[config.mk]
export PLATFORM = sky130hd
export DESIGN_NAME = sensor_protocol_core_flat
export DESIGN_NICKNAME = d
export VERILOG_FILES = /design/src/rtl/sensor_protocol_core_pkg.sv /design/src/rtl/sensor_protocol_core_if.sv /design/src/rtl/sensor_protocol_core_timeout.sv /design/src/rtl/sensor_protocol_core.sv /design/src/flat_wrapper.sv
export SDC_FILE = /design/constraint.sdc
export NUM_CORES = 1
export LEC_CHECK = 0
export ABC_CLOCK_PERIOD_IN_PS = 2400
export BUFFER_PORTS_ARGS = -buffer_cell sky130_fd_sc_hd__buf_2
export CAP_MARGIN = 10
export CORE_MARGIN = 1.5
export CORE_UTILIZATION = 25
export DETAILED_ROUTE_END_ITERATION = 7
export GPL_TIMING_DRIVEN = 1
export PLACE_DENSITY = 0.42
export SLEW_MARGIN = 20
export SYNTH_ARGS = -nofsm -noshare
export SYNTH_HDL_FRONTEND = slang
export SYNTH_SLANG_ARGS = --single-unit
export TNS_END_PERCENT = 20
[constraint.sdc]
create_clock -name i_Clock -period 2.4 [get_ports i_Clock]
set_input_delay 0.24 -clock i_Clock [delete_from_list [all_inputs] [get_ports i_Clock]]
set_output_delay 0.24 -clock i_Clock [all_outputs]
set_load 0.05 [all_outputs]
[src/rtl/sensor_protocol_core_pkg.sv]
// Shared state encodings, request/response codes and the request-code check.
// Pure definitions: no logic, no latency, no flow control.
// ST_TX_CHK exists only when PROTO_CHECKSUM_EN is defined.
package sensor_protocol_core_pkg;

  typedef enum logic [3:0] {
    ST_IDLE,
    ST_RX_CMD,
    ST_SKIP,
    ST_DECODE,
    ST_SNS_WAIT,
    ST_TX_CODE,
    ST_TX_INT,
    ST_TX_DEC
`ifdef PROTO_CHECKSUM_EN
    , ST_TX_CHK
`endif
  } state_t;

  localparam logic [3:0] REQ_STATUS = 4'h3;
  localparam logic [3:0] REQ_TEMP   = 4'h4;
  localparam logic [3:0] REQ_HUM    = 4'h5;

  localparam logic [7:0] RSP_OK   = 8'h00;
  localparam logic [7:0] RSP_HUM  = 8'h01;
  localparam logic [7:0] RSP_TEMP = 8'h02;
  localparam logic [7:0] RSP_ERR  = 8'h1F;
  localparam logic [7:0] RSP_TMO  = 8'h1E;
  localparam logic [7:0] RSP_BAD  = 8'h2F;

  function automatic logic req_known(input logic [3:0] code);
    return (code == REQ_STATUS) || (code == REQ_TEMP) || (code == REQ_HUM);
  endfunction

endpackage

[src/rtl/sensor_protocol_core_if.sv]
// UART byte handshake plus N sensor-driver channels between the core and its neighbours.
// master = UART/sensor side, slave = protocol core; no storage, zero latency.
// Backpressure is implicit: the core only accepts bytes when it is ready for them.
interface sensor_protocol_core_if #(
  parameter int N_SENSORS = 4
) ();
  logic [7:0]              rx_data;
  logic                    rx_done;
  logic                    tx_done;
  logic [7:0]              tx_data;
  logic                    tx_start;
  logic [32*N_SENSORS-1:0] sns_data;
  logic [N_SENSORS-1:0]    sns_done;
  logic [N_SENSORS-1:0]    sns_error;
  logic [N_SENSORS-1:0]    sns_start;
  logic                    busy;

  modport master (
    output rx_data, rx_done, tx_done, sns_data, sns_done, sns_error,
    input  tx_data, tx_start, sns_start, busy
  );

  modport slave (
    input  rx_data, rx_done, tx_done, sns_data, sns_done, sns_error,
    output tx_data, tx_start, sns_start, busy
  );
endinterface

[src/rtl/sensor_protocol_core_timeout.sv]
// proto_timeout_counter: cycle counter that pulses o_Expire once LIMIT enabled cycles have elapsed.
// Latency: o_Expire is registered, high in the cycle after the count reaches LIMIT-1.
// No backpressure; i_Load clears the count and any pending expiry.
module proto_timeout_counter #(
  parameter int LIMIT = 16
) (
  input  logic i_Clock,
  input  logic i_Reset,
  input  logic i_Load,
  input  logic i_Enable,
  output logic o_Expire
);
  localparam int W = $clog2(LIMIT + 1);

  logic [W-1:0] count;

  always_ff @(posedge i_Clock) begin
    if (i_Reset || i_Load) begin
      count    <= '0;
      o_Expire <= 1'b0;
    end else if (i_Enable) begin
      o_Expire <= (count == W'(LIMIT - 1));
      // saturate so a lingering enable never wraps into a second expiry
      if (count != W'(LIMIT - 1)) count <= count + 1'b1;
    end else begin
      o_Expire <= 1'b0;
    end
  end
endmodule

[src/rtl/sensor_protocol_core.sv]
// Addressed [addr][cmd] request decoder driving N sensor channels and a UART tx; PROTO_CHECKSUM_EN adds an XOR trailer byte.
// Latency: first tx byte starts 1 cycle after DECODE/SNS_WAIT decides; sensor and rx gaps bounded by timeouts.
// Backpressure: waits on tx_done per byte; rx bytes arriving while busy elsewhere are dropped.
module sensor_protocol_core
  import sensor_protocol_core_pkg::*;
#(
  parameter logic [7:0] ADDRESS     = 8'h00,
  parameter int         N_SENSORS   = 4,
  parameter int         SNS_TIMEOUT = 2000000,
  parameter int         RX_TIMEOUT  = 500000
) (
  input logic                  i_Clock,
  input logic                  i_Reset,
  sensor_protocol_core_if.slave bus
);

  state_t               state;
  logic [7:0]           cmd;
  logic [3:0]           idx;
  logic [7:0]           code_q, int_q, dec_q;
  logic                 multi_q;
  logic [7:0]           tx_data_q;
  logic                 tx_start_q;
  logic [N_SENSORS-1:0] sns_start_q;
  logic                 busy_q;

  assign idx           = cmd[7:4];
  assign bus.tx_data   = tx_data_q;
  assign bus.tx_start  = tx_start_q;
  assign bus.sns_start = sns_start_q;
  assign bus.busy      = busy_q;

  logic rx_load, rx_en, rx_expire, sns_load, sns_en, sns_expire;
  assign rx_load  = (state == ST_IDLE);
  assign rx_en    = (state == ST_RX_CMD) || (state == ST_SKIP);
  assign sns_load = (state == ST_DECODE);
  assign sns_en   = (state == ST_SNS_WAIT);

  proto_timeout_counter #(.LIMIT(RX_TIMEOUT)) u_rx_tmo (
    .i_Clock (i_Clock),
    .i_Reset (i_Reset),
    .i_Load  (rx_load),
    .i_Enable(rx_en),
    .o_Expire(rx_expire)
  );

  proto_timeout_counter #(.LIMIT(SNS_TIMEOUT)) u_sns_tmo (
    .i_Clock (i_Clock),
    .i_Reset (i_Reset),
    .i_Load  (sns_load),
    .i_Enable(sns_en),
    .o_Expire(sns_expire)
  );

  logic                 sel_done, sel_err;
  logic [31:0]          sel_word;
  logic [N_SENSORS-1:0] sel_onehot;

  always_comb begin
    sel_done   = 1'b0;
    sel_err    = 1'b0;
    sel_word   = '0;
    sel_onehot = '0;
    for (int k = 0; k < N_SENSORS; k++) begin
      if (idx == 4'(k)) begin
        sel_done      = bus.sns_done[k];
        sel_err       = bus.sns_error[k];
        sel_word      = bus.sns_data[32*k +: 32];
        sel_onehot[k] = 1'b1;
      end
    end
  end

  logic       req_ok;
  logic       sns_end;
  logic [7:0] rsp_code, rsp_int, rsp_dec;
  logic       rsp_multi;

  assign req_ok  = req_known(cmd[3:0]) && (int'(idx) < N_SENSORS);
  assign sns_end = sel_err || sel_done || sns_expire;

  // Error outranks done, and a real completion outranks a coincident timeout.
  always_comb begin
    rsp_code  = RSP_TMO;
    rsp_int   = 8'h00;
    rsp_dec   = 8'h00;
    rsp_multi = 1'b0;
    if (sel_err) begin
      rsp_code = RSP_ERR;
    end else if (sel_done) begin
      case (cmd[3:0])
        REQ_TEMP: begin
          rsp_code  = RSP_TEMP;
          rsp_int   = sel_word[7:0];
          rsp_dec   = sel_word[15:8];
          rsp_multi = 1'b1;
        end
        REQ_HUM: begin
          rsp_code  = RSP_HUM;
          rsp_int   = sel_word[23:16];
          rsp_dec   = sel_word[31:24];
          rsp_multi = 1'b1;
        end
        default: rsp_code = RSP_OK;
      endcase
    end
  end

`ifdef PROTO_CHECKSUM_EN
  logic [7:0] chk_byte;
  assign chk_byte = multi_q ? (code_q ^ int_q ^ dec_q) : code_q;
`endif

  // A tx_done coinciding with our own start pulse belongs to the previous byte.
  logic tx_ack;
  assign tx_ack = bus.tx_done && !tx_start_q;

  always_ff @(posedge i_Clock) begin
    if (i_Reset) begin
      state       <= ST_IDLE;
      cmd         <= '0;
      code_q      <= '0;
      int_q       <= '0;
      dec_q       <= '0;
      multi_q     <= 1'b0;
      tx_data_q   <= '0;
      tx_start_q  <= 1'b0;
      sns_start_q <= '0;
      busy_q      <= 1'b0;
    end else begin
      tx_start_q <= 1'b0;
      case (state)
        ST_IDLE: if (bus.rx_done) begin
          busy_q <= 1'b1;
          state  <= (bus.rx_data == ADDRESS) ? ST_RX_CMD : ST_SKIP;
        end
        ST_RX_CMD: begin
          if (bus.rx_done) begin
            cmd   <= bus.rx_data;
            state <= ST_DECODE;
          end else if (rx_expire) begin
            busy_q <= 1'b0;
            state  <= ST_IDLE;
          end
        end
        ST_SKIP: if (bus.rx_done || rx_expire) begin
          busy_q <= 1'b0;
          state  <= ST_IDLE;
        end
        ST_DECODE: begin
          if (req_ok) begin
            sns_start_q <= sel_onehot;
            state       <= ST_SNS_WAIT;
          end else begin
            code_q     <= RSP_BAD;
            multi_q    <= 1'b0;
            tx_data_q  <= RSP_BAD;
            tx_start_q <= 1'b1;
            state      <= ST_TX_CODE;
          end
        end
        ST_SNS_WAIT: if (sns_end) begin
          sns_start_q <= '0;
          code_q      <= rsp_code;
          int_q       <= rsp_int;
          dec_q       <= rsp_dec;
          multi_q     <= rsp_multi;
          tx_data_q   <= rsp_code;
          tx_start_q  <= 1'b1;
          state       <= ST_TX_CODE;
        end
        ST_TX_CODE: if (tx_ack) begin
          if (multi_q) begin
            tx_data_q  <= int_q;
            tx_start_q <= 1'b1;
            state      <= ST_TX_INT;
          end else begin
`ifdef PROTO_CHECKSUM_EN
            tx_data_q  <= chk_byte;
            tx_start_q <= 1'b1;
            state      <= ST_TX_CHK;
`else
            busy_q <= 1'b0;
            state  <= ST_IDLE;
`endif
          end
        end
        ST_TX_INT: if (tx_ack) begin
          tx_data_q  <= dec_q;
          tx_start_q <= 1'b1;
          state      <= ST_TX_DEC;
        end
        ST_TX_DEC: if (tx_ack) begin
`ifdef PROTO_CHECKSUM_EN
          tx_data_q  <= chk_byte;
          tx_start_q <= 1'b1;
          state      <= ST_TX_CHK;
`else
          busy_q <= 1'b0;
          state  <= ST_IDLE;
`endif
        end
`ifdef PROTO_CHECKSUM_EN
        ST_TX_CHK: if (tx_ack) begin
          busy_q <= 1'b0;
          state  <= ST_IDLE;
        end
`endif
        default: begin
          busy_q <= 1'b0;
          state  <= ST_IDLE;
        end
      endcase
    end
  end

endmodule
[src/flat_wrapper.sv]
// flat-port wrapper written by rule: the top's interface ports become plain ports
module sensor_protocol_core_flat import sensor_protocol_core_pkg::*;
#(
  parameter logic [7:0] ADDRESS     = 8'h00,
  parameter int         N_SENSORS   = 4,
  parameter int         SNS_TIMEOUT = 2000000,
  parameter int         RX_TIMEOUT  = 500000
)
  (i_Clock, i_Reset, bus_rx_data, bus_rx_done, bus_tx_done, bus_sns_data, bus_sns_done, bus_sns_error, bus_tx_data, bus_tx_start, bus_sns_start, bus_busy);
  sensor_protocol_core_if #(.N_SENSORS(N_SENSORS)) bus_i ();
  input logic i_Clock;
  input logic i_Reset;
  input wire logic [$bits(bus_i.rx_data)-1:0] bus_rx_data;
  input wire logic [$bits(bus_i.rx_done)-1:0] bus_rx_done;
  input wire logic [$bits(bus_i.tx_done)-1:0] bus_tx_done;
  input wire logic [$bits(bus_i.sns_data)-1:0] bus_sns_data;
  input wire logic [$bits(bus_i.sns_done)-1:0] bus_sns_done;
  input wire logic [$bits(bus_i.sns_error)-1:0] bus_sns_error;
  output wire logic [$bits(bus_i.tx_data)-1:0] bus_tx_data;
  output wire logic [$bits(bus_i.tx_start)-1:0] bus_tx_start;
  output wire logic [$bits(bus_i.sns_start)-1:0] bus_sns_start;
  output wire logic [$bits(bus_i.busy)-1:0] bus_busy;
  assign bus_i.rx_data = bus_rx_data;
  assign bus_i.rx_done = bus_rx_done;
  assign bus_i.tx_done = bus_tx_done;
  assign bus_i.sns_data = bus_sns_data;
  assign bus_i.sns_done = bus_sns_done;
  assign bus_i.sns_error = bus_sns_error;
  assign bus_tx_data = bus_i.tx_data;
  assign bus_tx_start = bus_i.tx_start;
  assign bus_sns_start = bus_i.sns_start;
  assign bus_busy = bus_i.busy;
  sensor_protocol_core #(.ADDRESS(ADDRESS), .N_SENSORS(N_SENSORS), .SNS_TIMEOUT(SNS_TIMEOUT), .RX_TIMEOUT(RX_TIMEOUT)) u_core (.i_Clock(i_Clock), .i_Reset(i_Reset), .bus(bus_i));
endmodule
Word-level counts from Yosys, hierarchy flattened
Cells that the tools add are included.

Flip-flop bits (word level): 85. Input port bits: 148. Output and inout port bits: 14.

$add $sub $neg: 2. $lt $le $gt $ge: 1. Eq/ne operators: 30. Multiplexer cells: 66. Bitwise operators: 3. Reduce and logical (&&, ||, !) cells: 29.

Operators by type and width (number): 32-bit two-way mux (4); 8-bit two-way mux (11); 4-bit two-way mux (10); 4-bit one-hot mux with 8 select lines (1); 8-bit one-hot mux with 2 select lines (2); 8-bit one-hot mux with 4 select lines (1); 1-bit two-way mux (30); 4-bit by 3-bit equality test with 1-bit output (second input constant) (6); 21-bit by 1-bit adder with 21-bit output (second input constant) (1); 21-bit equality test (second input constant) (1); 21-bit != test (second input constant) (1); 4-bit by 2-bit equality test with 1-bit output (second input constant) (5); 19-bit by 1-bit adder with 19-bit output (second input constant) (1); 19-bit equality test (second input constant) (1); 19-bit != test (second input constant) (1); 2-bit != test (second input constant) (7); 2-bit by 1-bit != test with 1-bit output (second input constant) (5); 4-bit by 1-bit equality test with 1-bit output (second input constant) (2); 4-bit logical NOT (2); 8-bit logical NOT (1); 1-bit logical OR (8); 4-bit one-hot mux with 2 select lines (1); 2-bit AND reduction (4); 8-bit AND reduction (1); other kinds (18) (24).

Logic depth before layout (Yosys ltp)
Gate-level depths: netlist (run 1).

Depth in word-level cells: 9. Gate-level depth with buffers: 9. Depth with buffers taken out: 7.

Modules after synthesis
A second synthesis (run 1) with hierarchy kept.

Cell total of the unflattened synthesis: 631. Area, all modules: 5283.8 um2.

By module, submodules not included: sensor_protocol_core (instances 1, cells an instance 389, area each 3178.0 um2); proto_timeout_counter (u_core.u_sns_tmo) (instances 1, cells an instance 132, area each 1112.3 um2); proto_timeout_counter (u_core.u_rx_tmo) (instances 1, cells an instance 110, area each 993.5 um2).

Least setup slack after synthesis (run 1)
Ideal clock, no wire load.

Path type: register to register. Start: register u_core.tx_start_q (netlist: u_core.bus.tx_start). End: register u_core.tx_data_q[0] (netlist: u_core.bus.tx_data[0]). Data arrival time: 1.846 ns. Required time: 2.322 ns. Setup slack: 0.476 ns. Cell stages (with the launch flop): 8. Path buffers: 1. Path through: dfxtp_1 > nand2b_1 > clkbuf_1 > a21oi_1 > o21ai_0 > a21o_1 > nor2_1 > nor3_1.

Cells in the longest elaborated chain, start to end: 4. Elaborated cells on any way between the ends: 5.

RTL lines: start, declared (RTL line sensor_protocol_core.sv:23) `logic tx_start_q;`; start signal, assigned (RTL line sensor_protocol_core.sv:127) `tx_start_q <= 1'b0;`; start signal, assigned (RTL line sensor_protocol_core.sv:131) `tx_start_q <= 1'b0;`; start signal, assigned (RTL line sensor_protocol_core.sv:158) `tx_start_q <= 1'b1;`; 1-bit logical NOT * (RTL line sensor_protocol_core.sv:116) `assign tx_ack = bus.tx_done && !tx_start_q;`; 1-bit logical AND * (RTL line sensor_protocol_core.sv:116); 2-bit by 1-bit != test with 1-bit output (no source line); 6-bit AND reduction (no source line) *; end signal, assigned (RTL line sensor_protocol_core.sv:168) `tx_data_q <= rsp_code;`; end signal, assigned (RTL line sensor_protocol_core.sv:174) `tx_data_q <= int_q;`; end signal, assigned (RTL line sensor_protocol_core.sv:189) `tx_data_q <= dec_q;`; end, declared (RTL line sensor_protocol_core.sv:22) `logic [7:0] tx_data_q;`.

Mark *: on every way between the ends. The rest lies on a longest branch, timed or not. A chain may end at the register's enable or synchronous reset.

Final worst setup path (run 1)
Start: register u_core.cmd[4]. End: register u_core.tx_data_q[0] (netlist: u_core.bus.tx_data[0]).

Cells in the longest elaborated chain, start to end: 9. Elaborated cells on any way between the ends: 23.

RTL lines: start, declared (RTL line sensor_protocol_core.sv:18) `logic [7:0] cmd;`; start signal, assigned (RTL line sensor_protocol_core.sv:139) `cmd <= bus.rx_data;`; 4-bit logical NOT (RTL line sensor_protocol_core.sv:65) `if (idx == 4'(k)) begin`; 1-bit two-way mux (4 in a row) (RTL line sensor_protocol_core.sv:65); 8-bit two-way mux / 1-bit logical OR (equally long branches) (RTL line sensor_protocol_core.sv:90, sensor_protocol_core.sv:80); 8-bit two-way mux / 1-bit logical OR (equally long branches) (RTL line sensor_protocol_core.sv:88, sensor_protocol_core.sv:80); 8-bit two-way mux / 2-bit != test (equally long branches); 8-bit one-hot mux with 4 select lines / 6-bit AND reduction (equally long branches).

Parallel ways exist; a longest one is shown, timed or not. The select of a mux whose other input is x is not followed.

==> results.toml, run 1 <==
[clock_network]
htreeDepth = 3
post_cts_resized = 0
cts_buffers = 9
post_cts.repair.setup_buffers = 0
cts.clk_slew.worst_paths_ns = 0.07
cts_tree = "done"
cts.path.max_buffers = 2
clockRootBuffer = "clkbuf_16"
cts_sinks = 84
ctsHoldBuffers = 0
insertion_delay_ns = 0.34

[worst_setup_path]
cp.buffers_inverters = 0
end_kind = "flip-flop"
cp_top_family = "simple AND/OR/NAND/NOR gates"
cp_slowest_cell = "nor4_2"
path_cells = "mux2i_1 -> o22ai_4 -> nor4_2 -> a21o_1 -> nor2_1 -> nor3_1"
slowest_delay_ns = 0.68
crit_fanout = 6
critPathKind = "reg2reg"
cp-start-kind = "flip-flop"
arrival_ns = 2.39
cp_data_required_time_ns = 2.66

[floorplanning]
rows = 51
initial_utilization_pct = 25.5
fp.dieW_um = 144
die_h_um = 144
dieArea_mm2 = 0.0207
ioPinCount = 162
fp.coreArea_mm2 = 0.0195

[synthesis]
synth-edff-count = 0
ys_warn_count = 0
synth_cell_types = 55
avgSynthCellArea_um2 = 8.34
synth_cells = 596
synthArstFlopShare_pct = 0
netlist_area_mm2 = 0.00497
synth-seq-cells = 84
synthFlopType = "dfxtp_1"
yosysSeqAreaShare_pct = 33.8
synth.net_count = 746

[layout]
final_area_mm2 = 0.00639
drive_above_1_share_pct = 35.3
syn2layout_area_growth_pct = 28.6
fin_nets = 892
instances_no_fill = 1014

[sta]
rsz0062_at_grt = "no"
worst_pin_slew_ns = 0.784
fin_worst_skew_ns = 0.00817
finalCriticalPeriod_ns = 2.13
drv_slew = 0
setup_viol = 0
post-route-period-util_pct = 88.5
setup_tns_ns = 0
relSlewSlack_pct = 47.3
hold_viol = 0
fmax_ghz = 0.471

[global_routing]
overflow = 0
antenna_found_initial = 2
grt_pass1_wl_um = 24600
grt_max_degree = 61
globalRouteTotalUtil_pct = 15.3
grt_pass1_vias = 4881

[status]
status = "finished, final reports clean"

[flow_run]
cap_violations = 0

[worst_hold_path]
hold_path.class = "in2reg"

[placed_design]
globalplace.congestion = 0.814
place_area_mm2 = 0.00608
hpwl_um = 12100
io_buffers = 161
dp.cells = 996

[pwr]
power_density_mw_per_mm2 = 492
internal_power_mw = 2.38
p_leak_nw = 2.42
swShare_pct = 24.1
p_comb_share_pct = 9.6
power.share.clock_pct = 45.9
ir_drop_v = 0.000256
p_seq_share_pct = 44.6
total_power_mw = 3.14
switching_power_mw = 0.759

[route]
wire_per_inst_um = 15.6
drtAntennaViolNets = 0
drt_first_iter_violations = 137
dr.pass1.iters = 4
routed_wl_um = 15800
vias = 4897
via_per_inst = 4.83
drc = 0
## per-stage QoR
stage	util, %	hold WS, ns	worst slack, ns
6_report	32.8	0.143	0.275
2_1_floorplan	-	0.376	0.476
5_1_grt	32.8	0.141	0.131
4_1_cts	32.8	0.131	0.307
3_3_place_gp	31.2	0.456	0.395
3_5_place_dp	31.2	0.467	0.315
## tightest hold or removal path: cells and delay by family
kind	cells	cell delay [ns]
simple gates	1	0.05
buf+inv	1	0.11
compound gates	1	0.05
## cell families after synthesis
family,synth area share [%]
XOR/XNOR,6.34
adder cells (fa/ha/maj),0.503
AND/OR/NAND/NOR,21.6
buffers and inverters,4.00
flip-flops,33.8
AO/OA/AOI/OAI,18.1
multiplexers,15.6
## routing by layer
| metal | GRT usage (%) | part of all wire (%) | wire length [µm] | up-vias |
|---|---|---|---|---|
| met1 | 17.8 | 44 | 6920 | 2294 |
| met3 | 3.11 | 4.5 | 710 | 20 |
| met4 | 5.53 | 1.7 | 270 | 0 |
| met2 | 27.5 | 50 | 7930 | 113 |
| li1 | - | - | - | 2470 |
| met5 | 0 | 0 | 0 | - |
## layout make-up
type	instances	area, µm²
Sequential cell	84	1680
Timing Repair Buffer	179	953
Clock inverter	7	82.6
Clock buffer	9	225
Multi-Input combinational cell	464	3100
Fill cell	2044	13100
Antenna cell	2	5.00
Tap cell	265	332
Inverter	4	15.0
## final timing paths
check / slack, ns / depth (start not counted) / startpoint / to
worst max-delay path: 0.27 / 6 / u_core.cmd[4]$_SDFFE_PP0P_ / u_core.bus.tx_data[0]$_SDFFE_PP0P_
worst min-delay path: 0.14 / 3 / bus_rx_data[5] / u_core.cmd[5]$_SDFFE_PP0P_
worst max register to register: 0.27 / 6 / u_core.cmd[4]$_SDFFE_PP0P_ / u_core.bus.tx_data[0]$_SDFFE_PP0P_
worst min register to register: 0.47 / 2 / u_core.cmd[2]$_SDFFE_PP0P_ / u_core.cmd[2]$_SDFFE_PP0P_
## state kept, by name (all words and copies together), names as in the netlist
signal	count
u_core.u_sns_tmo.count	21
u_core.u_rx_tmo.count	19
u_core.bus.tx_data	8
u_core.cmd	8
u_core.dec_q	8
u_core.int_q	8
u_core.bus.sns_start	4
u_core.state	3
u_core.bus.busy	1
u_core.bus.tx_start	1
u_core.multi_q	1
u_core.u_rx_tmo.o_Expire	1
u_core.u_sns_tmo.o_Expire	1
## power by group through the flow
stage	clock [mW]	combinational, mW	sequential, mW
floorplan	0	0.138	1.44
global placement	0	0.303	1.43
detailed placement	0	0.302	1.43
CTS	1.50	0.304	1.40
global route	1.55	0.329	1.40
finish	1.44	0.300	1.40
## cells in the mapped netlist (3+ instances only)
master     n  area share, %
a211oi_1   5           0.75
a21o_1     3           0.45
a21oi_1   25            2.5
a22oi_1   20            3.0
a31oi_1    6           0.75
and2_1     4           0.50
and3_1    12            1.5
and4_1     4           0.70
buf_1      7           0.53
buf_2      9           0.91
clkbuf_1  27            2.0
dfxtp_1   84             34
inv_1      3           0.23
mux2_2    60             14
mux2i_1   10            2.0
nand2_1   50            3.8
nand2b_1   7           0.88
nand3_1   17            1.7
nand4_1   11            1.4
nor2_1    82            6.2
nor2b_1    6           0.75
nor3_1     8           0.81
nor3b_1    4           0.60
nor4_1     5           0.63
o21ai_0    7           0.70
o22ai_1   46            5.8
or3_1      3           0.38
xnor2_1    7            1.2
xor2_1    29            5.1
## cells in the final DEF (no fill, tap or decap), drive strengths merged, types with 3 or more instances in the layout
master | netlist | final
nor3b | 4 | 4
a31oi | 6 | 6
nor2 | 82 | 82
xor2 | 29 | 29
and2 | 4 | 4
dfxtp | 84 | 84
nand3 | 17 | 17
nor2b | 6 | 6
a21oi | 26 | 26
and3 | 12 | 12
inv | 4 | 7
a21o | 3 | 3
buf | 17 | 179
mux2 | 60 | 60
and4 | 4 | 4
or3 | 3 | 3
nand2 | 50 | 50
mux2i | 10 | 10
nand4 | 11 | 11
o21ai | 7 | 7
a22oi | 20 | 20
nor4 | 6 | 6
nand2b | 7 | 7
nor3 | 8 | 8
o22ai | 48 | 48
clkbuf | 27 | 9
a211oi | 5 | 5
xnor2 | 7 | 7
Power figures use the tool's default switching activity.
==> inputs of run 2 (changes only) <==
--- a/config.mk
+++ b/config.mk
@@ -10,6 +10,7 @@
 export CAP_MARGIN = 10
 export CORE_MARGIN = 1.5
 export CORE_UTILIZATION = 25
+export CTS_BUF_LIST = sky130_fd_sc_hd__clkbuf_4 sky130_fd_sc_hd__clkbuf_8
 export DETAILED_ROUTE_END_ITERATION = 7
 export GPL_TIMING_DRIVEN = 1
 export PLACE_DENSITY = 0.42
==> constraint.sdc (replaced) <==
create_clock -name i_Clock -period 2.4 [get_ports i_Clock]
set_input_delay 0.36 -clock i_Clock [delete_from_list [all_inputs] [get_ports i_Clock]]
set_output_delay 0.36 -clock i_Clock [all_outputs]
set_load 0.05 [all_outputs]
==> run 2 against run 1 <==
  * Combinational power about the same
  * Cell area is 0.94% lower
  * Utilization shrank 0.31 points
  * Largest cell class unchanged
  * Highest routed layer unchanged
==> results.toml, run 2 (same netlist as run 1, synthesis figures left out) <==
[sta]
setup_viol = 0
setup_tns_ns = 0
post-route-period-util_pct = 87.4
worst_pin_slew_ns = 0.755
relSlewSlack_pct = 49.2
drv_slew = 0
finalCriticalPeriod_ns = 2.10
fin_worst_skew_ns = 0.0189
hold_viol = 0
fmax_ghz = 0.477
rsz0062_at_grt = "no"

[layout]
largest_reg_flops = 21
top_regs = "u_core.u_sns_tmo.count x21, u_core.u_rx_tmo.count x19"
regMostFlops = "u_core.u_sns_tmo.count"
final_cell_mix = "161 x buf_2, 83 x dfxtp_1, 82 x nor2_1, 60 x mux2_2, 50 x nand2_1"
fin_nets = 892
syn2layout_area_growth_pct = 27.4
instances_no_fill = 1012
final_common_cell = "buf_2"
diodes = 0
drive_above_1_share_pct = 35.3

[clock_network]
insertion_delay_ns = 0.38
htreeDepth = 3
cts_sinks = 84
ctsHoldBuffers = 0
cts.clk_slew.worst_paths_ns = 0.09
clockRootBuffer = "clkbuf_8"
post_cts_resized = 0
cts_buffers = 9
cts.path.max_buffers = 2
cts_tree = "done"
post_cts.repair.setup_buffers = 0

[pwr]
power_density_mw_per_mm2 = 470
p_leak_nw = 2.41
p_seq_share_pct = 47.0
power.share.clock_pct = 43.0
total_power_mw = 2.98
internal_power_mw = 2.30
swShare_pct = 22.9
p_comb_share_pct = 10.1
ir_drop_v = 0.000221
switching_power_mw = 0.681

[global_routing]
antenna_found_initial = 0
globalRouteTotalUtil_pct = 15.2
grt_pass1_wl_um = 24600
overflow = 0
grt_max_degree = 61
grt_pass1_vias = 4874

[floorplanning]
fp.coreArea_mm2 = 0.0195
ioPinCount = 162
die_h_um = 144
dieArea_mm2 = 0.0207
initial_utilization_pct = 25.5
rows = 51
fp.dieW_um = 144

[route]
drt_first_iter_violations = 206
dr.pass1.iters = 6
vias = 4866
routed_wl_um = 15600
drc = 0
drtAntennaViolNets = 0
wire_per_inst_um = 15.5
via_per_inst = 4.81

[worst_setup_path]
cp_data_required_time_ns = 2.71
end_kind = "flip-flop"
cp-start-kind = "flip-flop"
crit_fanout = 6
arrival_ns = 2.40
critPathKind = "reg2reg"

[status]
status = "finished, final reports clean"

[placed_design]
hpwl_um = 12100
globalplace.congestion = 0.823
dp.cells = 996
io_buffers = 161

[worst_hold_path]
hold_path.class = "in2reg"

[flow_run]
cap_violations = 0
-- run 2: cell types whose count changed in the layout (fill, tap and decap cells not counted), sizes merged --
cell	delta
diode	-2
bufinv	+2
clkbuf	+2
clkinvlp	-2
inv	-2
-- run 2: worst max-delay path, stage by stage, from the launching register on --
cell	delay, ns
dfxtp_2	0.44
mux2i_1	0.34
o22ai_4	0.16
nor4_2	0.66
a21o_1	0.23
nor2_1	0.07
nor3_1	0.15
-- run 2: stage by stage --
stage	hold slack [ns]	setup slack [ns]	cell area, µm²	utilization (%)
2_1_floorplan	0.432	0.476	4970	-
3_3_place_gp	0.456	0.350	6080	31.2
3_5_place_dp	0.461	0.274	6080	31.2
4_1_cts	0.216	0.280	6330	32.5
5_1_grt	0.226	0.106	6330	32.5
6_report	0.240	0.303	6330	32.5
-- run 2: layout make-up --
type / count / area [µm²]
clock buffer: 11 / 145
multi-input combinational: 464 / 3100
timing repair buffer: 179 / 953
clock inverter: 5 / 108
sequential: 84 / 1680
fill: 2047 / 13100
tap: 265 / 332
inverter: 4 / 15.0
-- run 2: per-layer routing --
layer | up-vias | routed length, µm | track usage [%]
met5 | - | 0 | 0
met2 | 130 | 7650 | 27.0
met1 | 2253 | 7050 | 18.6
met4 | 0 | 213 | 4.78
met3 | 16 | 731 | 2.75
li1 | 2467 | - | -
-- run 2: worst paths after layout --
path | depth (start not counted) | slack (ns) | startpoint | end
setup / recovery | 6 | 0.30 | u_core.cmd[4]$_SDFFE_PP0P_ | u_core.bus.tx_data[0]$_SDFFE_PP0P_
hold / removal | 3 | 0.24 | bus_rx_data[4] | u_core.cmd[4]$_SDFFE_PP0P_
setup reg to reg | 6 | 0.30 | u_core.cmd[4]$_SDFFE_PP0P_ | u_core.bus.tx_data[0]$_SDFFE_PP0P_
hold reg to reg | 2 | 0.47 | u_core.cmd[2]$_SDFFE_PP0P_ | u_core.cmd[2]$_SDFFE_PP0P_
-- run 2: power groups by stage --
| stage | sequential (mW) | combinational, mW | clock, mW |
|---|---|---|---|
| 2_1_floorplan | 1.44 | 0.138 | 0 |
| 3_3_place_gp | 1.43 | 0.303 | 0 |
| 3_5_place_dp | 1.43 | 0.302 | 0 |
| 4_1_cts | 1.40 | 0.304 | 1.32 |
| 5_1_grt | 1.40 | 0.331 | 1.38 |
| 6_report | 1.40 | 0.300 | 1.28 |
